==> src/rtl/uart_tx_arbiter_if.sv <==
// Requester-side and UART-TX-side handshake bundle for uart_tx_arbiter.
// The arbiter connects through the slave modport; the requesters and TX core drive master.
interface uart_tx_arbiter_if #(
  parameter int N_REQ  = 4,
  parameter int DATA_W = 8
);
  logic [N_REQ-1:0]        req_valid;
  logic [N_REQ*DATA_W-1:0] req_data;
  logic [N_REQ-1:0]        req_ready;
  logic                    tx_busy;
  logic [DATA_W-1:0]       tx_data;
  logic                    tx_data_valid;

  modport master (
    output req_valid, req_data, tx_busy,
    input  req_ready, tx_data, tx_data_valid
  );

  modport slave (
    input  req_valid, req_data, tx_busy,
    output req_ready, tx_data, tx_data_valid
  );
endinterface

==> src/rtl/uart_tx_arbiter.sv <==
// Round-robin arbiter sharing one UART TX core among N_REQ byte requesters.
// It issues one start pulse per frame, tracks tx_busy to completion and inserts an idle gap.
module uart_tx_arbiter #(
  parameter int N_REQ        = 4,
  parameter int DATA_W       = 8,
  parameter int GAP_CYCLES   = 2,
  parameter int BUSY_TIMEOUT = 16,
  localparam int IDX_W       = $clog2(N_REQ)
) (
  input  logic               CLK,
  input  logic               RST,
  input  logic               arb_en,
  uart_tx_arbiter_if.slave   bus,
  output logic [IDX_W-1:0]   grant_id,
  output logic               active,
  output logic               frame_done,
  output logic               err_timeout
);

  localparam int TO_W = $clog2(BUSY_TIMEOUT);
  localparam int GAP_W = (GAP_CYCLES > 1) ? $clog2(GAP_CYCLES) : 1;
  localparam logic [TO_W-1:0] TO_LAST = TO_W'(BUSY_TIMEOUT - 1);
  localparam logic [GAP_W-1:0] GAP_LAST = GAP_W'((GAP_CYCLES > 0) ? GAP_CYCLES - 1 : 0);

  typedef enum logic [2:0] {
    S_IDLE,
    S_ISSUE,
    S_WAIT_BUSY,
    S_WAIT_DONE,
    S_GAP
  } state_t;

  // With a zero gap the frame end returns straight to IDLE and drops active at once.
  localparam state_t S_POST_FRAME = (GAP_CYCLES == 0) ? S_IDLE : S_GAP;
  localparam logic   ACTIVE_POST  = (GAP_CYCLES != 0);

  state_t            state;
  logic [IDX_W-1:0]  rr_ptr;
  logic [TO_W-1:0]   to_cnt;
  logic [GAP_W-1:0]  gap_cnt;
  logic              sel_vld;
  logic [IDX_W-1:0]  sel_idx;

  function automatic logic [IDX_W-1:0] wrap_idx(input int unsigned v);
    return IDX_W'(v % N_REQ);
  endfunction

  function automatic logic [IDX_W-1:0] next_ptr(input logic [IDX_W-1:0] g);
    return (g == IDX_W'(N_REQ - 1)) ? '0 : g + IDX_W'(1);
  endfunction

  // Descending scan so the last hit is the nearest valid requester at or after rr_ptr.
  always_comb begin
    sel_vld = 1'b0;
    sel_idx = '0;
    for (int k = N_REQ - 1; k >= 0; k--) begin
      if (bus.req_valid[wrap_idx(32'(rr_ptr) + 32'(k))]) begin
        sel_vld = 1'b1;
        sel_idx = wrap_idx(32'(rr_ptr) + 32'(k));
      end
    end
  end

  always_ff @(posedge CLK) begin
    if (RST) begin
      state             <= S_IDLE;
      rr_ptr            <= '0;
      to_cnt            <= '0;
      gap_cnt           <= '0;
      bus.req_ready     <= '0;
      bus.tx_data       <= '0;
      bus.tx_data_valid <= 1'b0;
      grant_id          <= '0;
      active            <= 1'b0;
      frame_done        <= 1'b0;
      err_timeout       <= 1'b0;
    end else begin
      bus.req_ready     <= '0;
      bus.tx_data_valid <= 1'b0;
      frame_done        <= 1'b0;
      err_timeout       <= 1'b0;
      case (state)
        S_IDLE: begin
          if (arb_en && sel_vld) begin
            bus.tx_data   <= bus.req_data[sel_idx*DATA_W +: DATA_W];
            grant_id      <= sel_idx;
            bus.req_ready <= N_REQ'(1) << sel_idx;
            active        <= 1'b1;
            state         <= S_ISSUE;
          end
        end
        S_ISSUE: begin
          bus.tx_data_valid <= 1'b1;
          to_cnt            <= '0;
          state             <= S_WAIT_BUSY;
        end
        S_WAIT_BUSY: begin
          if (bus.tx_busy) begin
            state <= S_WAIT_DONE;
          end else if (to_cnt == TO_LAST) begin
            err_timeout <= 1'b1;
            rr_ptr      <= next_ptr(grant_id);
            gap_cnt     <= '0;
            active      <= ACTIVE_POST;
            state       <= S_POST_FRAME;
          end else begin
            to_cnt <= to_cnt + TO_W'(1);
          end
        end
        S_WAIT_DONE: begin
          if (!bus.tx_busy) begin
            frame_done <= 1'b1;
            rr_ptr     <= next_ptr(grant_id);
            gap_cnt    <= '0;
            active     <= ACTIVE_POST;
            state      <= S_POST_FRAME;
          end
        end
        S_GAP: begin
          if (gap_cnt == GAP_LAST) begin
            active <= 1'b0;
            state  <= S_IDLE;
          end else begin
            gap_cnt <= gap_cnt + GAP_W'(1);
          end
        end
        default: state <= S_IDLE;
      endcase
    end
  end

endmodule

==> src/flat_wrapper.sv <==
// flat-port wrapper written by rule: the top's interface ports become plain ports
module uart_tx_arbiter_flat 
#(
  parameter int N_REQ        = 4,
  parameter int DATA_W       = 8,
  parameter int GAP_CYCLES   = 2,
  parameter int BUSY_TIMEOUT = 16,
  localparam int IDX_W       = $clog2(N_REQ)
)
  (CLK, RST, arb_en, grant_id, active, frame_done, err_timeout, bus_req_valid, bus_req_data, bus_tx_busy, bus_req_ready, bus_tx_data, bus_tx_data_valid);
  uart_tx_arbiter_if #(.N_REQ(N_REQ), .DATA_W(DATA_W)) bus_i ();
  input  logic CLK;
  input  logic RST;
  input  logic arb_en;
  output logic [IDX_W-1:0] grant_id;
  output logic active;
  output logic frame_done;
  output logic err_timeout;
  input wire logic [$bits(bus_i.req_valid)-1:0] bus_req_valid;
  input wire logic [$bits(bus_i.req_data)-1:0] bus_req_data;
  input wire logic [$bits(bus_i.tx_busy)-1:0] bus_tx_busy;
  output wire logic [$bits(bus_i.req_ready)-1:0] bus_req_ready;
  output wire logic [$bits(bus_i.tx_data)-1:0] bus_tx_data;
  output wire logic [$bits(bus_i.tx_data_valid)-1:0] bus_tx_data_valid;
  assign bus_i.req_valid = bus_req_valid;
  assign bus_i.req_data = bus_req_data;
  assign bus_i.tx_busy = bus_tx_busy;
  assign bus_req_ready = bus_i.req_ready;
  assign bus_tx_data = bus_i.tx_data;
  assign bus_tx_data_valid = bus_i.tx_data_valid;
  uart_tx_arbiter #(.N_REQ(N_REQ), .DATA_W(DATA_W), .GAP_CYCLES(GAP_CYCLES), .BUSY_TIMEOUT(BUSY_TIMEOUT)) u_core (.CLK(CLK), .RST(RST), .arb_en(arb_en), .bus(bus_i), .grant_id(grant_id), .active(active), .frame_done(frame_done), .err_timeout(err_timeout));
endmodule
==> config.mk <==
export PLATFORM = sky130hd
export DESIGN_NAME = uart_tx_arbiter_flat
export DESIGN_NICKNAME = d
export VERILOG_FILES = /design/src/rtl/uart_tx_arbiter_if.sv /design/src/rtl/uart_tx_arbiter.sv /design/src/flat_wrapper.sv
export SDC_FILE = /design/constraint.sdc
export NUM_CORES = 1
export LEC_CHECK = 0
export ABC_AREA = 1
export BUFFER_PORTS_ARGS = -buffer_cell sky130_fd_sc_hd__clkbuf_2
export CAP_MARGIN = 10
export CORE_ASPECT_RATIO = 1.2
export CORE_MARGIN = 2
export CORE_UTILIZATION = 45
export CTS_CLUSTER_SIZE = 40
export DETAILED_ROUTE_END_ITERATION = 6
export GPL_TIMING_DRIVEN = 1
export PLACE_DENSITY = 0.74
export SLEW_MARGIN = 15
export SYNTH_ARGS = -nofsm -noshare
export SYNTH_HDL_FRONTEND = slang
export SYNTH_SLANG_ARGS = --single-unit
==> constraint.sdc <==
create_clock -name CLK -period 3.6 [get_ports CLK]
set_input_delay 0.9 -clock CLK [delete_from_list [all_inputs] [get_ports CLK]]
set_output_delay 0.9 -clock CLK [all_outputs]
set_load 0.01 [all_outputs]
==> out/qor.csv, run 1 <==
stage,metric,value,unit
finish,final core utilization,0.5705,
detailed_routing,via count,1839,
cts,CTS Buf Count,3,
synthesis,post-synth top area share,0.3184,
setup_path,crit path cell chain,clkbuf_2 > inv_1 > o21ai_2 > nand2_2 > nand2_1 > nor2_2 > nand3b_1 > nand3_1 > inv_1 > nand3_1 > nor2_1,
flow_run,Max-Cap Viols,0,
cts,htree depth,1,
setup_path,worst reg2reg setup slack,1180,ps
die,total die area,4430,sq um
synthesis,Mapped Nets,328,
die,initial core utilization,0.4766,
die,DIE HEIGHT,72.52,um
synthesis,yosys warns,0,
die,die width,61.10,um
finish,count of nets after finishing,381,
synthesis,largest area contributor in the netlist,dfxtp_1,
synthesis,Mapped Cells,286,
sta,Final Skew,2.369,ps
finish,share of cells above drive strength 1,0.2130,
synthesis,mapped cell area,1760,sq um
setup_path,Worst setup EP type,flip-flop,
setup_path,"Data arrival, critical path",2660,ps
cts,hold buffer count at cts,0,
synthesis,sequential area share after synthesis,0.3184,
place,input/output buffers,57,
cts,post_cts resized,0,
setup_path,Worst EP required,3810,ps
synthesis,predominant post-synthesis flop cell,dfxtp_1,
setup_path,CP bufs+invs,3,
setup_path,highest-delay cell along the critical path,inv_1,
outcome,run status,finished clean,
cts,"CTS clk-pin slew, worst paths",100,ps
sta,shortest period the worst path allows,2448,ps
die,IO Pins,58,
synthesis,top-count cell post-synth,inv_1,
setup_path,CP peak stage delay,440,ps
global_route,vias in the first global route,1642,
cts,Worst-Skew Late Latency,270,ps
cts,Num Clock Sinks,28,
synthesis,"flops & latches, synth",28,
setup_path,critical path start-end classification,in2reg,
sta,final slew viol count,0,
power_and_ir_drop,Leakage Power,1.198,nW
finish,area delta synth->final,19.69,%
detailed_routing,antenna-violating nets left,0,
global_route,global-route wire length before repair,6596,um
synthesis,"EDFF count, synth",0,
sta,Setup TNS,0,ps
setup_path,crit start category,input pin,
setup_path,CP Max Fanout,11,
cts,CTS tree,yes,
sta,unrepaired setup endpoints after global routing,false,
place,Final Wtd Congestion,0.8865,
synthesis,ys async rst share,0,
global_route,total gr overflow,0,
finish,# fillers,383,
die,core area,3694,sq um
place,dpl hpwl,2986,um
synthesis,Post-synth top cells,"inv_1 (71), nand2_1 (57), nand3_1 (55)",
detailed_routing,# DRC,0,
worst_hold_path,worst min-delay path class,reg2reg,
global_route,largest net degree at the start of global routing,21,
sta,Relative slew margins,0.6561,
sta,Final Hold Viols,0,
sta,FMAX,0.4085,GHz
detailed_routing,drt wl/cell,9.813,um
cts,clock buffer depth,2,
detailed_routing,1st-iter DRT viols,87,
setup_path,crit-path leading delay family,simple AND/OR/NAND/NOR gates,
die,Rows,24,
finish,Antenna Cells,0,
sta,"Setup violations, final",0,
sta,actual slew at the worst max-slew pin,511.9,ps
sta,post-route clock period utilization,0.6799,
synthesis,Syn Area/Cell,6.155,sq um
global_route,initial antenna violation count,0,
cts,CTS root buf,clkbuf_8,
detailed_routing,Vias/cell,4.715,
synthesis,largest cells by area after synthesis,"dfxtp_1 (32%), nand3_1 (16%), inv_1 (15%)",
detailed_routing,drt first pass iters,4,
power_and_ir_drop,VDD IR max,0.0002297,V
global_route,Total GRT Usage,0.1856,
detailed_routing,final wirelength,3827,um
synthesis,post-synth cell types,26,
sta,final hold slack,454.3,ps
cts,setup bufs post-CTS,0,
power_and_ir_drop,Pwr Density,648.7,nW/um^2
layout make-up:
cell class | instances | area [sq um] | share of cell area
multi-input combinational | 175 | 847.1 | 0.4020
sequential | 28 | 560.5 | 0.2660
timing repair buffer | 57 | 285.3 | 0.1354
inverter | 74 | 277.8 | 0.1318
tap | 52 | 65.06 | 0.03088
clock buffer | 3 | 41.29 | 0.01960
clock inverter | 1 | 30.03 | 0.01425
worst reg2reg max path: stages, from the launching register on:
cell,delay (ps)
dfxtp_1,580
inv_1,160
nand2_1,110
nand3_1,110
nand3_1,120
nor2_2,60
nand3b_1,110
nand3_1,360
inv_1,440
nand3_1,190
nor2_1,120
per-layer routing:
metal / vias up / global-route usage / wire, um
met5: - / 0 / 0
met4: 0 / 0.06039 / 42
met3: 6 / 0.02317 / 221
met2: 64 / 0.3215 / 1872
li1: 987 / - / -
met1: 782 / 0.2317 / 1690
power by group:
group | switching (mW) | leakage (nW) | internal, mW | total (mW)
sequential | 0.0598 | 0.229 | 0.390 | 0.450
clock | 0.0968 | 0.0357 | 0.149 | 0.246
combinational | 0.432 | 0.934 | 0.240 | 0.671
total | 0.588 | 1.20 | 0.779 | 1.37
placed cells by master (no fill, tap or decap):
cell type  count
inv_1         71
nand2_1       57
clkbuf_2      57
nand3_1       55
dfxtp_1       28
a21oi_1       18
nor2_1        14
o21ai_0        6
nand2_2        4
nor3_1         4
nand4_1        3
clkbuf_8       3
inv_2          2
nand3_2        2
nor3b_1        2
ha_1           2
o21ai_2        1
xnor2_1        1
o21ai_1        1
nor2_2         1
nor2_4         1
nand3b_1       1
clkinv_1       1
nor4_1         1
a211oi_1       1
bufinv_16      1
worst paths after layout:
kind                                      start                                 end  depth (start not counted)
setup / recovery               bus_req_valid[3]  u_core.bus.req_ready[2]$_SDFF_PP0_                         11
hold / removal       u_core.active$_SDFFE_PP0P_          u_core.active$_SDFFE_PP0P_                          2
setup reg to reg  u_core.rr_ptr[0]$_SDFFE_PP0P_  u_core.bus.req_ready[2]$_SDFF_PP0_                         10
hold reg to reg      u_core.active$_SDFFE_PP0P_          u_core.active$_SDFFE_PP0P_                          2
sequential cells by signal (all words and copies together), names as in the netlist:
register                  cells
u_core.active                 1
u_core.bus.req_ready          4
u_core.bus.tx_data            8
u_core.bus.tx_data_valid      1
u_core.err_timeout            1
u_core.frame_done             1
u_core.gap_cnt                1
u_core.grant_id               2
u_core.rr_ptr                 2
u_core.state                  3
u_core.to_cnt                 4
stage by stage:
stage,cells,power (mW),instance area (sq um),worst slack (ps)
after CTS,390,1.377,2107,1154
final,390,1.367,2107,1152
after global placement,386,1.119,2036,861.1
after detailed placement,386,1.130,2036,885.0
after global routing,390,1.503,2107,836.6
after floorplan,286,1.001,1760,1591
cell families after synthesis:
logic type | count (synthesis) | synth area share
simple gates | 145 | 0.3817
buf+inv | 83 | 0.2004
flops | 28 | 0.3184
compound gates | 27 | 0.08032
fa+ha+maj | 2 | 0.01421
xor+xnor | 1 | 0.004976
Power figures use the tool's default switching activity.
==> run 2: changes to the inputs <==
clock period = 2.49 ns   (was 3.6 ns; I/O delays follow)
==> out/qor.csv, run 2 (synthesized netlist as in run 1, its figures left out) <==
stage,metric,value,unit,change
setup_path,"Data arrival, critical path",2190,ps,-470 ps
finish,largest registers,"u_core.bus.tx_data (8), u_core.bus.req_ready (4), u_core.to_cnt (4)",,
worst_hold_path,Min-Delay Endpoint,u_core.active$_SDFFE_PP0P_,,
worst_hold_path,worst min-delay path class,reg2reg,,
sta,worst setup margin,481.2,ps,-671.1 ps
sta,actual slew at the worst max-slew pin,492.5,ps,-19.39 ps
cts,CTS Buf Count,3,,unchanged
sta,final hold slack,452.9,ps,-1.471 ps
sta,post-route clock period utilization,0.8068,,
setup_path,Critical R2R Launch,u_core.rr_ptr[0]$_SDFFE_PP0P_,,
global_route,largest net degree at the start of global routing,21,,unchanged
finish,Antenna Cells,0,,unchanged
detailed_routing,Vias/cell,4.687,,-0.60%
place,input/output buffers,57,,unchanged
global_route,global-route wire length before repair,6589,um,-0.11%
cts,Num Clock Sinks,28,,unchanged
detailed_routing,via count,1842,,+0.16%
worst_hold_path,Worst Hold Launch,u_core.active$_SDFFE_PP0P_,,
global_route,vias in the first global route,1679,,+2.3%
sta,Final Hold Viols,0,,unchanged
finish,share of cells above drive strength 1,0.2199,,+0.006924
power_and_ir_drop,VDD IR max,0.0003399,V,+48%
place,pre-CTS setup slack,436.8,ps,-448.2 ps
global_route,initial antenna violation count,0,,unchanged
flow_run,Max-Cap Viols,0,,unchanged
global_route,M2 GR Usage,0.3227,,+0.001182
die,IO Pins,58,,unchanged
sta,FMAX,0.4978,GHz,
place,dpl hpwl,2926,um,-2.0%
setup_path,FF-to-FF path depth,13,,+3
global_route,M3 GR Usage,0.01961,,-0.003565
die,die width,61.10,um,unchanged
finish,most frequent cells in the layout,"inv_1 (71), nand2_1 (57), clkbuf_2 (57)",,
sta,unrepaired setup endpoints after global routing,false,,
cts,setup bufs post-CTS,0,,unchanged
power_and_ir_drop,Pwr Density,938.5,nW/um^2,+45%
detailed_routing,final wirelength,3724,um,-2.7%
die,initial core utilization,0.4766,,unchanged
cts,htree depth,1,,unchanged
cts,"CTS clk-pin slew, worst paths",100,ps,about the same
die,DIE HEIGHT,72.52,um,unchanged
sta,shortest period the worst path allows,2009,ps,
global_route,GR Layer Usage met1,0.2383,,+0.006557
sta,Relative slew margins,0.6692,,+0.01303
sta,"Setup violations, final",0,,unchanged
setup_path,Worst setup EP type,flip-flop,,
setup_path,crit start category,flip-flop,,
die,total die area,4430,sq um,unchanged
sta,final slew viol count,0,,unchanged
worst_hold_path,Hold Path Depth,2,,unchanged
global_route,GRT busiest layer,met2,,
die,core area,3694,sq um,unchanged
finish,"commonest non-fill, non-tap cell in the layout",inv_1,,
setup_path,CP Max Fanout,20,,+9
die,Rows,24,,unchanged
global_route,total gr overflow,0,,unchanged
detailed_routing,# DRC,0,,unchanged
detailed_routing,drt wl/cell,9.476,um,-3.4%
cts,CTS tree,yes,,
outcome,run status,finished clean,,
power_and_ir_drop,Leakage Power,1.211,nW,+1.1%
cts,CTS root buf,clkbuf_8,,
place,Final Wtd Congestion,0.8534,,-3.7%
cts,post_cts resized,0,,unchanged
setup_path,worst reg2reg setup slack,480,ps,-700 ps
sta,Setup TNS,0,ps,unchanged
finish,area delta synth->final,20.97,%,
cts,hold buffer count at cts,0,,unchanged
detailed_routing,drt first pass iters,4,,unchanged
finish,count of nets after finishing,384,,+0.79%
cts,Worst-Skew Late Latency,270,ps,about the same
setup_path,Worst EP required,2670,ps,-1140 ps
sta,Final Skew,1.427,ps,-0.9418 ps
detailed_routing,antenna-violating nets left,0,,unchanged
finish,max reg flops,8,,unchanged
setup_path,critical path start-end classification,reg2reg,,
global_route,Total GRT Usage,0.1845,,-0.001066
detailed_routing,1st-iter DRT viols,81,,-6.9%
finish,largest register by flop count,u_core.bus.tx_data,,
cts,clock buffer depth,2,,unchanged
setup_path,FF-to-FF End,u_core.bus.tx_data[4]$_SDFFE_PP0P_,,
-- run 2: changes by cell type in the layout (fill, tap and decap cells not counted) --
cell	change
buf_4	+3
-- run 2: worst max-delay path by stage --
stage,to,cells past startpoint,from
finish,u_core.bus.tx_data[4]$_SDFFE_PP0P_,13,u_core.rr_ptr[0]$_SDFFE_PP0P_
global route,u_core.bus.tx_data[5]$_SDFFE_PP0P_,13,u_core.rr_ptr[0]$_SDFFE_PP0P_
CTS,u_core.bus.tx_data[4]$_SDFFE_PP0P_,13,u_core.rr_ptr[0]$_SDFFE_PP0P_
detailed placement,u_core.bus.tx_data[4]$_SDFFE_PP0P_,14,bus_req_valid[3]
global placement,u_core.bus.tx_data[4]$_SDFFE_PP0P_,14,bus_req_valid[3]
floorplan,u_core.grant_id[1]$_SDFFE_PP0P_,11,bus_req_valid[3]
-- run 2: area by class of cell --
cell class	count	area, sq um
tap	52	65.06
fill	383	1564
sequential	28	560.5
inverter	74	277.8
multi-input combinational	175	847.1
timing repair buffer	60	307.8
clock inverter	1	30.03
clock buffer	3	41.29
-- run 2: layer usage --
layer  vias up  share of wire
met3         2          0.066
met1       790           0.44
met2        60           0.49
met4         0         0.0035
li1        990              -
met5         -              0
-- run 2: metrics by stage --
| step | utilization | power, mW | cell area (sq um) | instances |
|---|---|---|---|---|
| 3_3_place_gp | 0.5572 | 1.645 | 2058 | 389 |
| 5_1_grt | 0.5766 | 2.196 | 2130 | 393 |
| 4_1_cts | 0.5766 | 2.015 | 2130 | 393 |
| 3_5_place_dp | 0.5572 | 1.653 | 2058 | 389 |
| 2_1_floorplan | - | 1.447 | 1760 | 286 |
| 6_report | 0.5766 | 1.998 | 2130 | 393 |
-- run 2: report_power, final --
part	switching, mW	leakage, nW	internal [mW]
Clock	0.142	0.0357	0.215
Sequential	0.0849	0.229	0.564
Combinational	0.624	0.947	0.367
Total	0.852	1.21	1.15
-- run 2: worst max-delay path, cell delays in order (launching register included) --
cell and delay [ps]:
dfxtp_1 560, inv_1 160, nand2_1 100, nand3_1 110, nand2_1 110, nand3_2 90, nand2_2 70, nand2_2 50
nand2_2 280, nand2_1 100, nand3_1 90, nand3_1 90, nand2_1 70, inv_1 30
==> run 3: changes to the inputs <==
ABC_AREA = 0   (was 1)
PLACE_DENSITY = 0.78   (was 0.74)
clock period = 1.9 ns   (was 2.49 ns; I/O delays follow)
==> out/qor.csv, run 3 <==
stage,metric,value,unit,change
setup_path,FF-to-FF End,u_core.bus.tx_data[3]$_SDFFE_PP0P_,,
cts,Worst-Skew Late Latency,330,ps,+60 ps
cts,CTS tree,yes,,
setup_path,Critical R2R Launch,u_core.rr_ptr[1]$_SDFFE_PP0P_,,
global_route,M2 GR Usage,0.2887,,-0.03400
global_route,largest net degree at the start of global routing,19,,-9.5%
finish,count of nets after finishing,248,,-35%
setup_path,CP startpoint,u_core.rr_ptr[1]$_SDFFE_PP0P_,,
setup_path,FF-to-FF path depth,6,,-7
cts,CTS root buf,clkbuf_4,,
synthesis,largest area contributor in the netlist,dfxtp_1,,
setup_path,"Data arrival, critical path",1860,ps,-330 ps
synthesis,Mapped Nets,187,,-43%
cts,setup bufs post-CTS,0,,unchanged
cts,post_cts resized,0,,unchanged
detailed_routing,drt wl/cell,12.28,um,+30%
setup_path,Worst setup EP type,flip-flop,,
detailed_routing,1st-iter DRT viols,17,,-79%
place,dpl hpwl,2370,um,-19%
sta,"Setup violations, final",0,,unchanged
cts,"CTS clk-pin slew, worst paths",150,ps,+50 ps
synthesis,top-count cell post-synth,dfxtp_1,,
global_route,initial antenna violation count,0,,unchanged
finish,largest register by flop count,u_core.bus.tx_data,,
synthesis,"flops & latches, synth",28,,unchanged
setup_path,worst reg2reg setup slack,250,ps,-240 ps
power_and_ir_drop,Power Total,1.273,mW,-36%
detailed_routing,antenna-violating nets left,0,,unchanged
synthesis,"EDFF count, synth",0,,unchanged
sta,FMAX,0.6044,GHz,+21%
cts,CTS Buf Count,3,,unchanged
global_route,GRT busiest layer,met2,,
die,DIE HEIGHT,65.05,um,-10%
global_route,global-route wire length before repair,4471,um,-32%
die,total die area,3570,sq um,-19%
finish,max reg flops,8,,unchanged
finish,# fillers,279,,-27%
synthesis,largest cells by area after synthesis,"dfxtp_1 (40%), mux2i_1 (14%), nor2_1 (6.4%)",,
finish,final cell count without fillers,241,,-39%
synthesis,Mapped Cells,145,,-49%
global_route,GR Layer Usage met1,0.1891,,-0.04914
flow_run,Max-Cap Viols,0,,unchanged
synthesis,ys async rst share,0,,unchanged
die,IO Pins,58,,unchanged
detailed_routing,drt first pass iters,4,,unchanged
place,placed cells,237,,-39%
place,Final Wtd Congestion,0.8021,,-6.0%
global_route,total gr overflow,0,,unchanged
synthesis,predominant post-synthesis flop cell,dfxtp_1,,
cts,hold buffer count at cts,0,,unchanged
power_and_ir_drop,Leakage Power,0.7863,nW,-35%
sta,shortest period the worst path allows,1655,ps,-354.2 ps
synthesis,Syn Area/Cell,9.639,sq um,+57%
die,core area,3000,sq um,-19%
die,initial core utilization,0.4658,,-0.01082
power_and_ir_drop,VDD IR max,0.0003560,V,+4.7%
setup_path,crit start category,flip-flop,,
global_route,Total GRT Usage,0.1625,,-0.02197
place,input/output buffers,57,,unchanged
finish,largest registers,"u_core.bus.tx_data (8), u_core.bus.req_ready (4), u_core.to_cnt (4)",,
sta,unrepaired setup endpoints after global routing,false,,
sta,actual slew at the worst max-slew pin,434.9,ps,-57.55 ps
synthesis,sequential area share after synthesis,0.4011,,+0.08267
detailed_routing,via count,1263,,-31%
power_and_ir_drop,Pwr Density,717.3,nW/um^2,-24%
finish,most frequent cells in the layout,"clkbuf_2 (57), dfxtp_1 (28), nor2_1 (24)",,
synthesis,yosys warns,0,,unchanged
finish,share of cells above drive strength 1,0.3805,,+0.1605
sta,post-route clock period utilization,0.8709,,+0.06410
sta,final slew viol count,0,,unchanged
setup_path,CP Capture Point,u_core.bus.tx_data[3]$_SDFFE_PP0P_,,
die,Rows,22,,-8.3%
detailed_routing,# DRC,0,,unchanged
sta,final hold slack,346.3,ps,-106.6 ps
cts,htree depth,1,,unchanged
setup_path,CP Max Fanout,10,,-50%
cts,clock buffer depth,2,,unchanged
sta,Relative slew margins,0.7091,,+0.03990
synthesis,Post-synth top cells,"dfxtp_1 (28), nor2_1 (24), mux2i_1 (20)",,
synthesis,post-synth top area share,0.4011,,+0.08267
sta,Final Hold Viols,0,,unchanged
setup_path,Worst EP required,2110,ps,-560 ps
outcome,run status,finished clean,,
sta,Final Skew,11.19,ps,+9.760 ps
detailed_routing,Vias/cell,5.241,,+12%
global_route,vias in the first global route,1105,,-34%
finish,final core utilization,0.5917,,+0.01519
worst_hold_path,worst min-delay path class,in2reg,,
synthesis,post-synth cell types,40,,+54%
die,die width,54.88,um,-10%
detailed_routing,final wirelength,2960,um,-21%
synthesis,mapped cell area,1398,sq um,-21%
sta,Setup TNS,0,ps,unchanged
finish,Antenna Cells,0,,unchanged
finish,area delta synth->final,27.04,%,
cts,Num Clock Sinks,28,,unchanged
setup_path,critical path start-end classification,reg2reg,,
global_route,M3 GR Usage,0.02995,,+0.01035
finish,"commonest non-fill, non-tap cell in the layout",clkbuf_2,,
run 3: layout make-up:
type / count / area (sq um) / area share
multi-input combinational: 108 / 783.3 / 0.4412
clock buffer: 3 / 22.52 / 0.01269
inverter: 3 / 11.26 / 0.006343
sequential: 28 / 560.5 / 0.3157
tap: 36 / 45.04 / 0.02537
timing repair buffer: 62 / 322.8 / 0.1818
clock inverter: 1 / 30.03 / 0.01691
run 3: cells by family (layout without fill, tap and decap cells):
logic type | Yosys count | after routing | share of synthesized area
AO/OA/AOI/OAI | 29 | 29 | 0.1782
AND/OR/NAND/NOR | 55 | 55 | 0.2086
buffers and inverters | 9 | 69 | 0.03849
flip-flops | 28 | 28 | 0.4011
XOR/XNOR | 2 | 2 | 0.01254
adder cells (fa/ha/maj) | 2 | 2 | 0.01790
multiplexers | 20 | 20 | 0.1432
run 3: per-stage QoR:
| stage | cell area, sq um | setup slack [ps] |
|---|---|---|
| final | 1775 | 245.4 |
| after global routing | 1775 | 149.5 |
| after CTS | 1775 | 235.5 |
| after detailed placement | 1723 | 42.91 |
| after global placement | 1723 | 78.99 |
| after floorplan | 1398 | 400.3 |
run 3: metal layers:
| metal | vias to the layer above | part of all wire |
|---|---|---|
| met2 | 43 | 0.48 |
| met3 | 4 | 0.089 |
| met5 | - | 0 |
| met4 | 0 | 0.0098 |
| met1 | 574 | 0.42 |
| li1 | 642 | - |
run 3: worst min-delay path by stage:
stage | end | cells after the start | start | slack, ps
final | u_core.err_timeout$_SDFF_PP0_ | 2 | bus_tx_busy | 350
after global routing | u_core.err_timeout$_SDFF_PP0_ | 2 | bus_tx_busy | 330
after CTS | u_core.err_timeout$_SDFF_PP0_ | 2 | bus_tx_busy | 340
after detailed placement | u_core.bus.tx_data[5]$_SDFFE_PP0P_ | 2 | u_core.bus.tx_data[5]$_SDFFE_PP0P_ | 450
after global placement | u_core.bus.tx_data[1]$_SDFFE_PP0P_ | 2 | u_core.bus.tx_data[1]$_SDFFE_PP0P_ | 450
after floorplan | u_core.err_timeout$_SDFF_PP0_ | 2 | u_core.to_cnt[3]$_SDFFE_PP0P_ | 460
run 3: worst max-delay path, stage by stage (launching register included):
cell and delay, ps:
dfxtp_1 480, mux2i_1 220, nor2_1 60, a311oi_2 340, nand2b_1 150, buf_4 170, o221ai_1 120
run 3: power breakdown:
group | switching (mW) | internal, mW | total (mW)
Clock | 0.175 | 0.213 | 0.389
Sequential | 0.0224 | 0.619 | 0.642
Combinational | 0.127 | 0.116 | 0.243
